==> src/rtl/imm_decode_stage_pkg.sv <==
// Shared types and encodings for the immediate-extraction stage.
package imm_decode_stage_pkg;

  // Immediate format tag carried alongside every decoded instruction.
  typedef enum logic [2:0] {
    FMT_NONE = 3'd0,
    FMT_I    = 3'd1,
    FMT_S    = 3'd2,
    FMT_B    = 3'd3,
    FMT_U    = 3'd4,
    FMT_J    = 3'd5,
    FMT_CI   = 3'd6,
    FMT_CMEM = 3'd7
  } imm_fmt_e;

  // RV32 base opcodes that carry an immediate.
  localparam logic [6:0] OP_IMM    = 7'b0010011;
  localparam logic [6:0] OP_LOAD   = 7'b0000011;
  localparam logic [6:0] OP_JALR   = 7'b1100111;
  localparam logic [6:0] OP_SYSTEM = 7'b1110011;
  localparam logic [6:0] OP_STORE  = 7'b0100011;
  localparam logic [6:0] OP_BRANCH = 7'b1100011;
  localparam logic [6:0] OP_LUI    = 7'b0110111;
  localparam logic [6:0] OP_AUIPC  = 7'b0010111;
  localparam logic [6:0] OP_JAL    = 7'b1101111;

  // Compressed quadrants; 2'b11 marks a full-width instruction.
  localparam logic [1:0] RVC_Q0   = 2'b00;
  localparam logic [1:0] RVC_Q1   = 2'b01;
  localparam logic [1:0] RVC_FULL = 2'b11;

  // Compressed funct3 values (instr[15:13]) that carry an immediate.
  localparam logic [2:0] C_F3_ADDI = 3'b000;
  localparam logic [2:0] C_F3_LI   = 3'b010;
  localparam logic [2:0] C_F3_LW   = 3'b010;
  localparam logic [2:0] C_F3_SW   = 3'b110;
  localparam logic [2:0] C_F3_J    = 3'b101;
  localparam logic [2:0] C_F3_BEQZ = 3'b110;
  localparam logic [2:0] C_F3_BNEZ = 3'b111;

  function automatic logic fmt_has_imm(input imm_fmt_e fmt);
    return fmt != FMT_NONE;
  endfunction

endpackage

==> src/rtl/imm_decode_stage_if.sv <==
// Stream bundle for the immediate-extraction stage.
// Handshake: a beat transfers on a posedge where valid and ready are both 1;
// the producer holds valid and payload steady until that edge, and ready never
// depends combinationally on the same side's valid.
interface imm_decode_stage_if #(
  parameter int XLEN = 32
);
  import imm_decode_stage_pkg::*;

  logic            flush;
  logic            in_valid;
  logic            in_ready;
  logic [31:0]     in_instr;
  logic            out_valid;
  logic            out_ready;
  logic [31:0]     out_instr;
  logic [XLEN-1:0] out_imm;
  imm_fmt_e        out_fmt;
  logic            out_has_imm;

  // Environment side: feeds instructions and consumes results.
  modport master (
    output flush, in_valid, in_instr, out_ready,
    input  in_ready, out_valid, out_instr, out_imm, out_fmt, out_has_imm
  );

  // Stage side.
  modport slave (
    input  flush, in_valid, in_instr, out_ready,
    output in_ready, out_valid, out_instr, out_imm, out_fmt, out_has_imm
  );
endinterface

==> src/rtl/imm_decode_stage_imm_extract.sv <==
// Combinational immediate extraction for RV32 and optional RVC encodings.
module imm_decode_stage_imm_extract
  import imm_decode_stage_pkg::*;
#(
  parameter int XLEN        = 32,
  parameter bit SUPPORT_RVC = 1'b0
) (
  input  logic [31:0]     instr,
  output logic [XLEN-1:0] imm,
  output imm_fmt_e        fmt
);

  // Every format is first built as a correctly extended 32-bit value; the
  // compressed memory offset is non-negative so bit 31 stays 0 (zero-extend).
  logic [31:0] imm32;

  // Select the format by opcode (or compressed quadrant/funct3) and build it.
  always_comb begin
    imm32 = '0;
    fmt   = FMT_NONE;
    if (instr[1:0] == RVC_FULL) begin
      case (instr[6:0])
        OP_IMM, OP_LOAD, OP_JALR, OP_SYSTEM: begin
          imm32 = {{20{instr[31]}}, instr[31:20]};
          fmt   = FMT_I;
        end
        OP_STORE: begin
          imm32 = {{20{instr[31]}}, instr[31:25], instr[11:7]};
          fmt   = FMT_S;
        end
        OP_BRANCH: begin
          imm32 = {{19{instr[31]}}, instr[31], instr[7], instr[30:25], instr[11:8], 1'b0};
          fmt   = FMT_B;
        end
        OP_LUI, OP_AUIPC: begin
          imm32 = {instr[31:12], 12'b0};
          fmt   = FMT_U;
        end
        OP_JAL: begin
          imm32 = {{11{instr[31]}}, instr[31], instr[19:12], instr[20], instr[30:21], 1'b0};
          fmt   = FMT_J;
        end
        default: ;
      endcase
    end else if (SUPPORT_RVC) begin
      if (instr[1:0] == RVC_Q1 && (instr[15:13] == C_F3_ADDI || instr[15:13] == C_F3_LI)) begin
        imm32 = {{26{instr[12]}}, instr[12], instr[6:2]};
        fmt   = FMT_CI;
      end else if (instr[1:0] == RVC_Q0 && (instr[15:13] == C_F3_LW || instr[15:13] == C_F3_SW)) begin
        imm32 = {25'b0, instr[5], instr[12:10], instr[6], 2'b00};
        fmt   = FMT_CMEM;
      end else if (instr[1:0] == RVC_Q1 && instr[15:13] == C_F3_J) begin
        imm32 = {{20{instr[12]}}, instr[12], instr[8], instr[10:9], instr[6], instr[7],
                 instr[2], instr[11], instr[5:3], 1'b0};
        fmt   = FMT_J;
      end else if (instr[1:0] == RVC_Q1 &&
                   (instr[15:13] == C_F3_BEQZ || instr[15:13] == C_F3_BNEZ)) begin
        imm32 = {{23{instr[12]}}, instr[12], instr[6:5], instr[2], instr[11:10], instr[4:3], 1'b0};
        fmt   = FMT_B;
      end
    end
  end

  if (XLEN > 32) begin : g_wide
    assign imm = {{(XLEN-32){imm32[31]}}, imm32};
  end else begin : g_narrow
    assign imm = imm32[XLEN-1:0];
  end

endmodule

==> src/rtl/imm_decode_stage.sv <==
// Registered immediate-extraction stage with a two-entry skid buffer.
module imm_decode_stage
  import imm_decode_stage_pkg::*;
#(
  parameter int XLEN        = 32,
  parameter bit SUPPORT_RVC = 1'b0
) (
  input logic               clk,
  input logic               rst,
  imm_decode_stage_if.slave bus
);

  typedef struct packed {
    logic [31:0]     instr;
    logic [XLEN-1:0] imm;
    imm_fmt_e        fmt;
  } entry_t;

  logic [XLEN-1:0] new_imm;
  imm_fmt_e        new_fmt;
  entry_t          new_entry;
  entry_t          main_q;
  entry_t          skid_q;
  logic            main_valid;
  logic            skid_valid;
  logic            accept;
  logic            drain;

  imm_decode_stage_imm_extract #(
    .XLEN        (XLEN),
    .SUPPORT_RVC (SUPPORT_RVC)
  ) u_extract (
    .instr (bus.in_instr),
    .imm   (new_imm),
    .fmt   (new_fmt)
  );

  assign new_entry = '{instr: bus.in_instr, imm: new_imm, fmt: new_fmt};

  // Ready only reflects the registered skid occupancy, forced low in reset.
  assign bus.in_ready = ~skid_valid & ~rst;
  assign accept       = bus.in_valid & bus.in_ready;
  assign drain        = main_valid & bus.out_ready;

  // Main register feeds the outputs; skid catches the beat accepted while
  // main is stalled and refills main once it drains, preserving order.
  always_ff @(posedge clk) begin
    if (rst) begin
      main_valid <= 1'b0;
      skid_valid <= 1'b0;
      main_q     <= '0;
      skid_q     <= '0;
    end else if (bus.flush) begin
      main_valid <= 1'b0;
      skid_valid <= 1'b0;
    end else if (skid_valid) begin
      if (drain) begin
        main_q     <= skid_q;
        skid_valid <= 1'b0;
      end
    end else if (accept) begin
      if (!main_valid || drain) begin
        main_q     <= new_entry;
        main_valid <= 1'b1;
      end else begin
        skid_q     <= new_entry;
        skid_valid <= 1'b1;
      end
    end else if (drain) begin
      main_valid <= 1'b0;
    end
  end

  assign bus.out_valid   = main_valid;
  assign bus.out_instr   = main_q.instr;
  assign bus.out_imm     = main_q.imm;
  assign bus.out_fmt     = main_q.fmt;
  assign bus.out_has_imm = fmt_has_imm(main_q.fmt);

endmodule

==> src/flat_wrapper.sv <==
// flat-port wrapper written by rule: the top's interface ports become plain ports
module imm_decode_stage_flat import imm_decode_stage_pkg::*;
#(
  parameter int XLEN        = 32,
  parameter bit SUPPORT_RVC = 1'b0
)
  (clk, rst, bus_flush, bus_in_valid, bus_in_instr, bus_out_ready, bus_in_ready, bus_out_valid, bus_out_instr, bus_out_imm, bus_out_fmt, bus_out_has_imm);
  imm_decode_stage_if #(.XLEN(XLEN)) bus_i ();
  input logic clk;
  input logic rst;
  input wire logic [$bits(bus_i.flush)-1:0] bus_flush;
  input wire logic [$bits(bus_i.in_valid)-1:0] bus_in_valid;
  input wire logic [$bits(bus_i.in_instr)-1:0] bus_in_instr;
  input wire logic [$bits(bus_i.out_ready)-1:0] bus_out_ready;
  output wire logic [$bits(bus_i.in_ready)-1:0] bus_in_ready;
  output wire logic [$bits(bus_i.out_valid)-1:0] bus_out_valid;
  output wire logic [$bits(bus_i.out_instr)-1:0] bus_out_instr;
  output wire logic [$bits(bus_i.out_imm)-1:0] bus_out_imm;
  output wire logic [$bits(bus_i.out_fmt)-1:0] bus_out_fmt;
  output wire logic [$bits(bus_i.out_has_imm)-1:0] bus_out_has_imm;
  assign bus_i.flush = bus_flush;
  assign bus_i.in_valid = bus_in_valid;
  assign bus_i.in_instr = bus_in_instr;
  assign bus_i.out_ready = bus_out_ready;
  assign bus_in_ready = bus_i.in_ready;
  assign bus_out_valid = bus_i.out_valid;
  assign bus_out_instr = bus_i.out_instr;
  assign bus_out_imm = bus_i.out_imm;
  assign bus_out_fmt = bus_i.out_fmt;
  assign bus_out_has_imm = bus_i.out_has_imm;
  imm_decode_stage #(.XLEN(XLEN), .SUPPORT_RVC(SUPPORT_RVC)) u_core (.clk(clk), .rst(rst), .bus(bus_i));
endmodule
==> config.mk <==
export PLATFORM = sky130hd
export DESIGN_NAME = imm_decode_stage_flat
export DESIGN_NICKNAME = d
export VERILOG_FILES = /design/src/rtl/imm_decode_stage_pkg.sv /design/src/rtl/imm_decode_stage_if.sv /design/src/rtl/imm_decode_stage_imm_extract.sv /design/src/rtl/imm_decode_stage.sv /design/src/flat_wrapper.sv
export SDC_FILE = /design/constraint.sdc
export NUM_CORES = 1
export LEC_CHECK = 0
export ABC_CLOCK_PERIOD_IN_PS = 2200
export CAP_MARGIN = 0
export CORE_MARGIN = 2
export CORE_UTILIZATION = 45
export CTS_CLUSTER_SIZE = 8
export DETAILED_ROUTE_END_ITERATION = 6
export GPL_TIMING_DRIVEN = 0
export MAX_ROUTING_LAYER = met4
export PLACE_DENSITY = 0.7
export SYNTH_ARGS = -nofsm -noshare
export SYNTH_HDL_FRONTEND = slang
export SYNTH_SLANG_ARGS = --single-unit
export TNS_END_PERCENT = 30
==> constraint.sdc <==
create_clock -name clk -period 2.2 [get_ports clk]
set_input_delay 0.33 -clock clk [delete_from_list [all_inputs] [get_ports clk]]
set_output_delay 0.33 -clock clk [all_outputs]
set_load 0.02 [all_outputs]
After elaboration in Yosys (flattened, before gate mapping)
Cells that the tools add are included.

Add/subtract/negate cells: 0. $mul: 0. Divide/modulo/power cells: 0. Order comparisons: 0. Eq/ne operators: 12. Shift-type cells: 0. Multiplexer cells: 15. Bitwise operators: 7. Reductions and logical operators: 12.

Operator list (count): $mux 67 (4); $pmux 32 s5 (1); $mux 32 (1); $eq 7x7->1 const B (4); $pmux 3 s5 (1); $eq 7x5->1 const B (2); $eq 7x6->1 const B (2); $reduce_and 4->1 (2); $eq 7x2->1 const B (1); $mux 1 (7); $reduce_bool 2->1 (3); $ne 2x2->1 const B (2); $not 1->1 (4); $reduce_or 2->1 (2); $reduce_or 4->1 (1); $and 1x1->1 (3); $mux 3 (1); $reduce_and 3->1 (1); $reduce_bool 3->1 (1); $eq 2x2->1 const B (1); $logic_not 1->1 (1); $logic_or 1x1->1 (1).

Register bits: 136. Bits in latches: 0. RAM bits: 0. Memory bits (read-only): 0. Input port bits: 37. Output and inout bits: 70. Word-level logic and storage cells: 54. Memories: 0.

Depth between registers and ports, before layout
Depth in word-level cells: 7. Gate-level depth with buffers: 7. Depth with buffers taken out: 4.

By module
Synthesis repeated with hierarchy kept, for this count alone.

Cells, all modules: 877. Area, all modules: 7011.7 um2.

Modules (own cells, without submodules): imm_decode_stage (times used 1, cells an instance 776, area each 6304.8 um2, sequential area each 2722.6 um2); imm_decode_stage_imm_extract (times used 1, cells an instance 101, area each 706.9 um2, sequential area each 0.0 um2).

Worst setup path before layout
No wires, ideal clock.

Path kind: input port to flip-flop. Start point: input bus_in_instr[2]. End point: register u_core.main_q (netlist bit u_core.bus.out_imm[21]). Data arrival time: 1.619 ns. Data required time: 2.097 ns. Slack: 0.478 ns. Cell stages on the path: 5. Buffers on the path: 1. Cell sequence: or4_1 o311ai_4 a21oi_2 buf_6 a2111oi_2.

Longest elaborated chain between the ends: 7.

Ends and longest elaborated chain: start: declaration (line flat_wrapper.sv:13) `input wire logic [$bits(bus_i.in_instr)-1:0] bus_in_instr;`; $eq 7x5->1 (tied with other cells) (line imm_decode_stage_imm_extract.sv:22) `case (instr[6:0])`; $reduce_or 4->1 / $reduce_or 2->1 (equally long branches) (line imm_decode_stage_imm_extract.sv:22); $pmux 32 s5 (*) (line imm_decode_stage_imm_extract.sv:22); $mux 32 (*) (line imm_decode_stage_imm_extract.sv:21) `if (instr[1:0] == RVC_FULL) begin`; $mux 67 (*) (line imm_decode_stage.sv:62) `if (!main_valid || drain) begin`; $mux 67 (*) (line imm_decode_stage.sv:61) `end else if (accept) begin`; $mux 67 (*) (line imm_decode_stage.sv:56) `end else if (skid_valid) begin`; end signal: assignment (line imm_decode_stage.sv:58) `main_q <= skid_q;`; end signal: assignment (line imm_decode_stage.sv:63) `main_q <= new_entry;`; end: declaration (line imm_decode_stage.sv:22) `entry_t main_q;`.

Every way passes the cells marked *; elsewhere a longest branch is shown, timed or not. The select of a mux whose other input is x is not followed. A chain may end at the register's enable or synchronous reset.

Final worst setup path
Start point: input bus_in_instr[2]. End point: register u_core.main_q (netlist bit u_core.bus.out_imm[28]).

Same word-level chain as after synthesis.

==> results.cfg <==
[outcome]
status = complete, no violations

[sta]
finalHoldViolCount = 0
max_slew_margin_pct = 51.1
worstMarginPinSlew_ns = 0.734
fin_crit_ns = 2.12
finalClockSkew_ns = 0.00617
setup_viol = 0
finalCritPeriodShare_pct = 96.5
fmax_mhz = 471
rsz0062_at_grt = yes
fin_ws_ns = 0.0781
finalMaxSlewViolations = 0
setup_tns_ns = 0

[critical_path]
crit_path_end = u_core.bus.out_imm[28]
setup.worst_path.start_class = input pin
crit_fanout = 10
arrival_ns = 2.43
crit_path_start = bus_in_instr[2]
cp-end-kind = flop
r2r_slack_ns = 0.20
cp.required_ns = 2.51
reg2reg_to = u_core.skid_q[29]
reg2reg_depth = 5
rr_startpoint = u_core.bus.out_valid
path_class = in2reg

[drt]
dr.pass1.iters = 5
wl_met3_um = 1020
wl_per_cell_um = 18.1
drc = 0
drt-initial-drc-count = 461
wl_met1_um = 7840
detailroute.wirelength.met2_um = 8530
routed_wirelength_um = 17600
num_vias = 5487
via_per_inst = 5.62
routed.top_layer = met4
antenna_left = 0

[synthesis]
ys_ff_latch = 136
ys_seq_area_share_pct = 46.1
synth_edf_count = 0
ys_top_cells_by_area = dfxtp_1 46%, a211oi_1 7.9%, nor2_1 6.6%
ys_types = 55
netlist_top_cells_count = 136 x dfxtp_1, 104 x nor2_1, 89 x nand2_1
post-synth-top-count-cell = dfxtp_1
syn_nets = 705
async_reset_ff_share_pct = 0
synth.top_cell.area_share_pct = 46.1
yosys.area.top_type = dfxtp_1
ys.flop_type = dfxtp_1
avgSynthCellArea_um2 = 8.85
synthCells = 668
synth_area_um2 = 5910
synth_warnings = 0

[power_and_ir_drop]
max-vdd-ir-drop_mv = 0.420
power.density_nw_per_um2 = 798
p_leak_nw = 2.65

[global_route]
grt_pass1_vias = 5500
grt_max_degree = 20
track_usage_pct = 26.1
antenna_found_initial = 0
grt_first_pass_wirelength_um = 28200
gr-total-overflow = 0

[cts]
clk_pin_slew_ns = 0.06
holdBufCountCts = 0
clock_latency_ns = 0.42
cts_tree = built
htreeDepth = 4
cts_buffer_depth = 2
root_buffer = clkbuf_16
clock_sinks = 136
cts_buffers = 17

[layout]
area_delta_synth_final_pct = 32.3
layout-drive-gt1-share_pct = 11.8
n_antenna_cell = 0
post-route-util_pct = 61.5
fin_nets = 829
layoutNonFillerInstCount = 976

[placed_design]
gp_congestion = 0.865
hpwl_um = 12900
place_inst = 946
io_buffers = 106
dp_slack_ns = -0.772

[floorplanning]
core_um2 = 12700
fp.dieH_um = 119
initial_utilization_pct = 46.4
die-area_um2 = 14100
die_w_um = 119
placementRows = 41
pin_count = 107

[flow_run]
maxCapViolations = 0

[worst_hold_path]
hold_class = reg2reg
hold_start = u_core.skid_q[44]
==> what timing repair did <==
| action | in CTS | in global routing |
|---|---|---|
| endpoints found under the hold margin | 0 | 0 |
| endpoints found under the setup margin | 1 | 43 |
| pin swaps | 0 | 1 |
| gates resized for setup | 5 | 7 |
| buffers inserted | 0 | 0 |
==> flip-flops by register name, summed over array words and instances (netlist names) <==
signal	flops
u_core.bus.out_instr	32
u_core.bus.out_fmt	3
u_core.bus.out_valid	1
u_core.bus.out_imm	32
u_core.skid_valid	1
u_core.skid_q	67
==> layout by cell type, fill, tap and decap left out, types with 5 or more instances in the layout <==
cell type	count
dfxtp_1	136
clkdlybuf4s50_1	105
nor2_1	104
nand2_1	89
a211oi_1	62
a21oi_1	47
mux2i_1	34
clkbuf_1	28
buf_2	21
a2111oi_2	17
clkbuf_16	17
inv_1	10
nand2b_1	9
nand2_2	8
and3_1	7
nand3_1	7
nand4b_1	7
o221ai_1	6
o22a_1	6
a22o_1	6
nor3_1	5
a31oi_1	5
==> cell families after synthesis <==
kind of cell,synth area share [%]
multiplexers,5.76
flip-flops,46.1
AO/OA/AOI/OAI,23.7
AND/OR/NAND/NOR,19.1
buffers and inverters,5.15
XOR/XNOR,0.148
==> layout make-up <==
type	instances	area, um2
Fill cell	1165	4900
Multi-Input combinational cell	464	2890
Sequential cell	136	2720
Timing Repair Buffer	106	1060
Clock buffer	19	443
Buffer	57	277
Tap cell	172	215
Clock inverter	12	176
Inverter	10	37.5
==> where the power goes <==
part	switching [mW]	leakage, nW	internal [mW]
sequential	0.0377	1.10	2.53
clock	1.09	0.299	1.92
combinational	0.378	1.25	0.284
==> critical path: stages <==
cell,delay (ns)
clkdlybuf4s50_1,0.49
buf_2,0.21
nand4b_1,0.36
o311ai_4,0.29
a21oi_2,0.18
buf_6,0.19
a2111oi_2,0.37
==> worst min-delay path by stage <==
stage,end,cells after the start
final,u_core.skid_q[44],2
after global routing,u_core.skid_q[41],2
after CTS,u_core.skid_q[42],2
after detailed placement,u_core.skid_q[51],2
after global placement,u_core.skid_q[40],2
after floorplan,u_core.skid_valid,1
==> per-stage QoR <==
step	area (um2)	hold WS, ns	power [mW]
floorplan	5910	0.430	2.97
global placement	7190	0.441	3.26
detailed placement	7190	0.447	3.28
CTS	7810	0.456	6.24
global route	7820	0.480	6.42
finish	7820	0.455	6.24
==> layer usage <==
layer / up-vias / track usage (%)
met4: 0 / 9.15
li1: 2633 / -
met3: 18 / 5.55
met5: - / -
met2: 192 / 41.5
met1: 2644 / 32.9
Note: power is estimated with default switching activity, not from simulation.
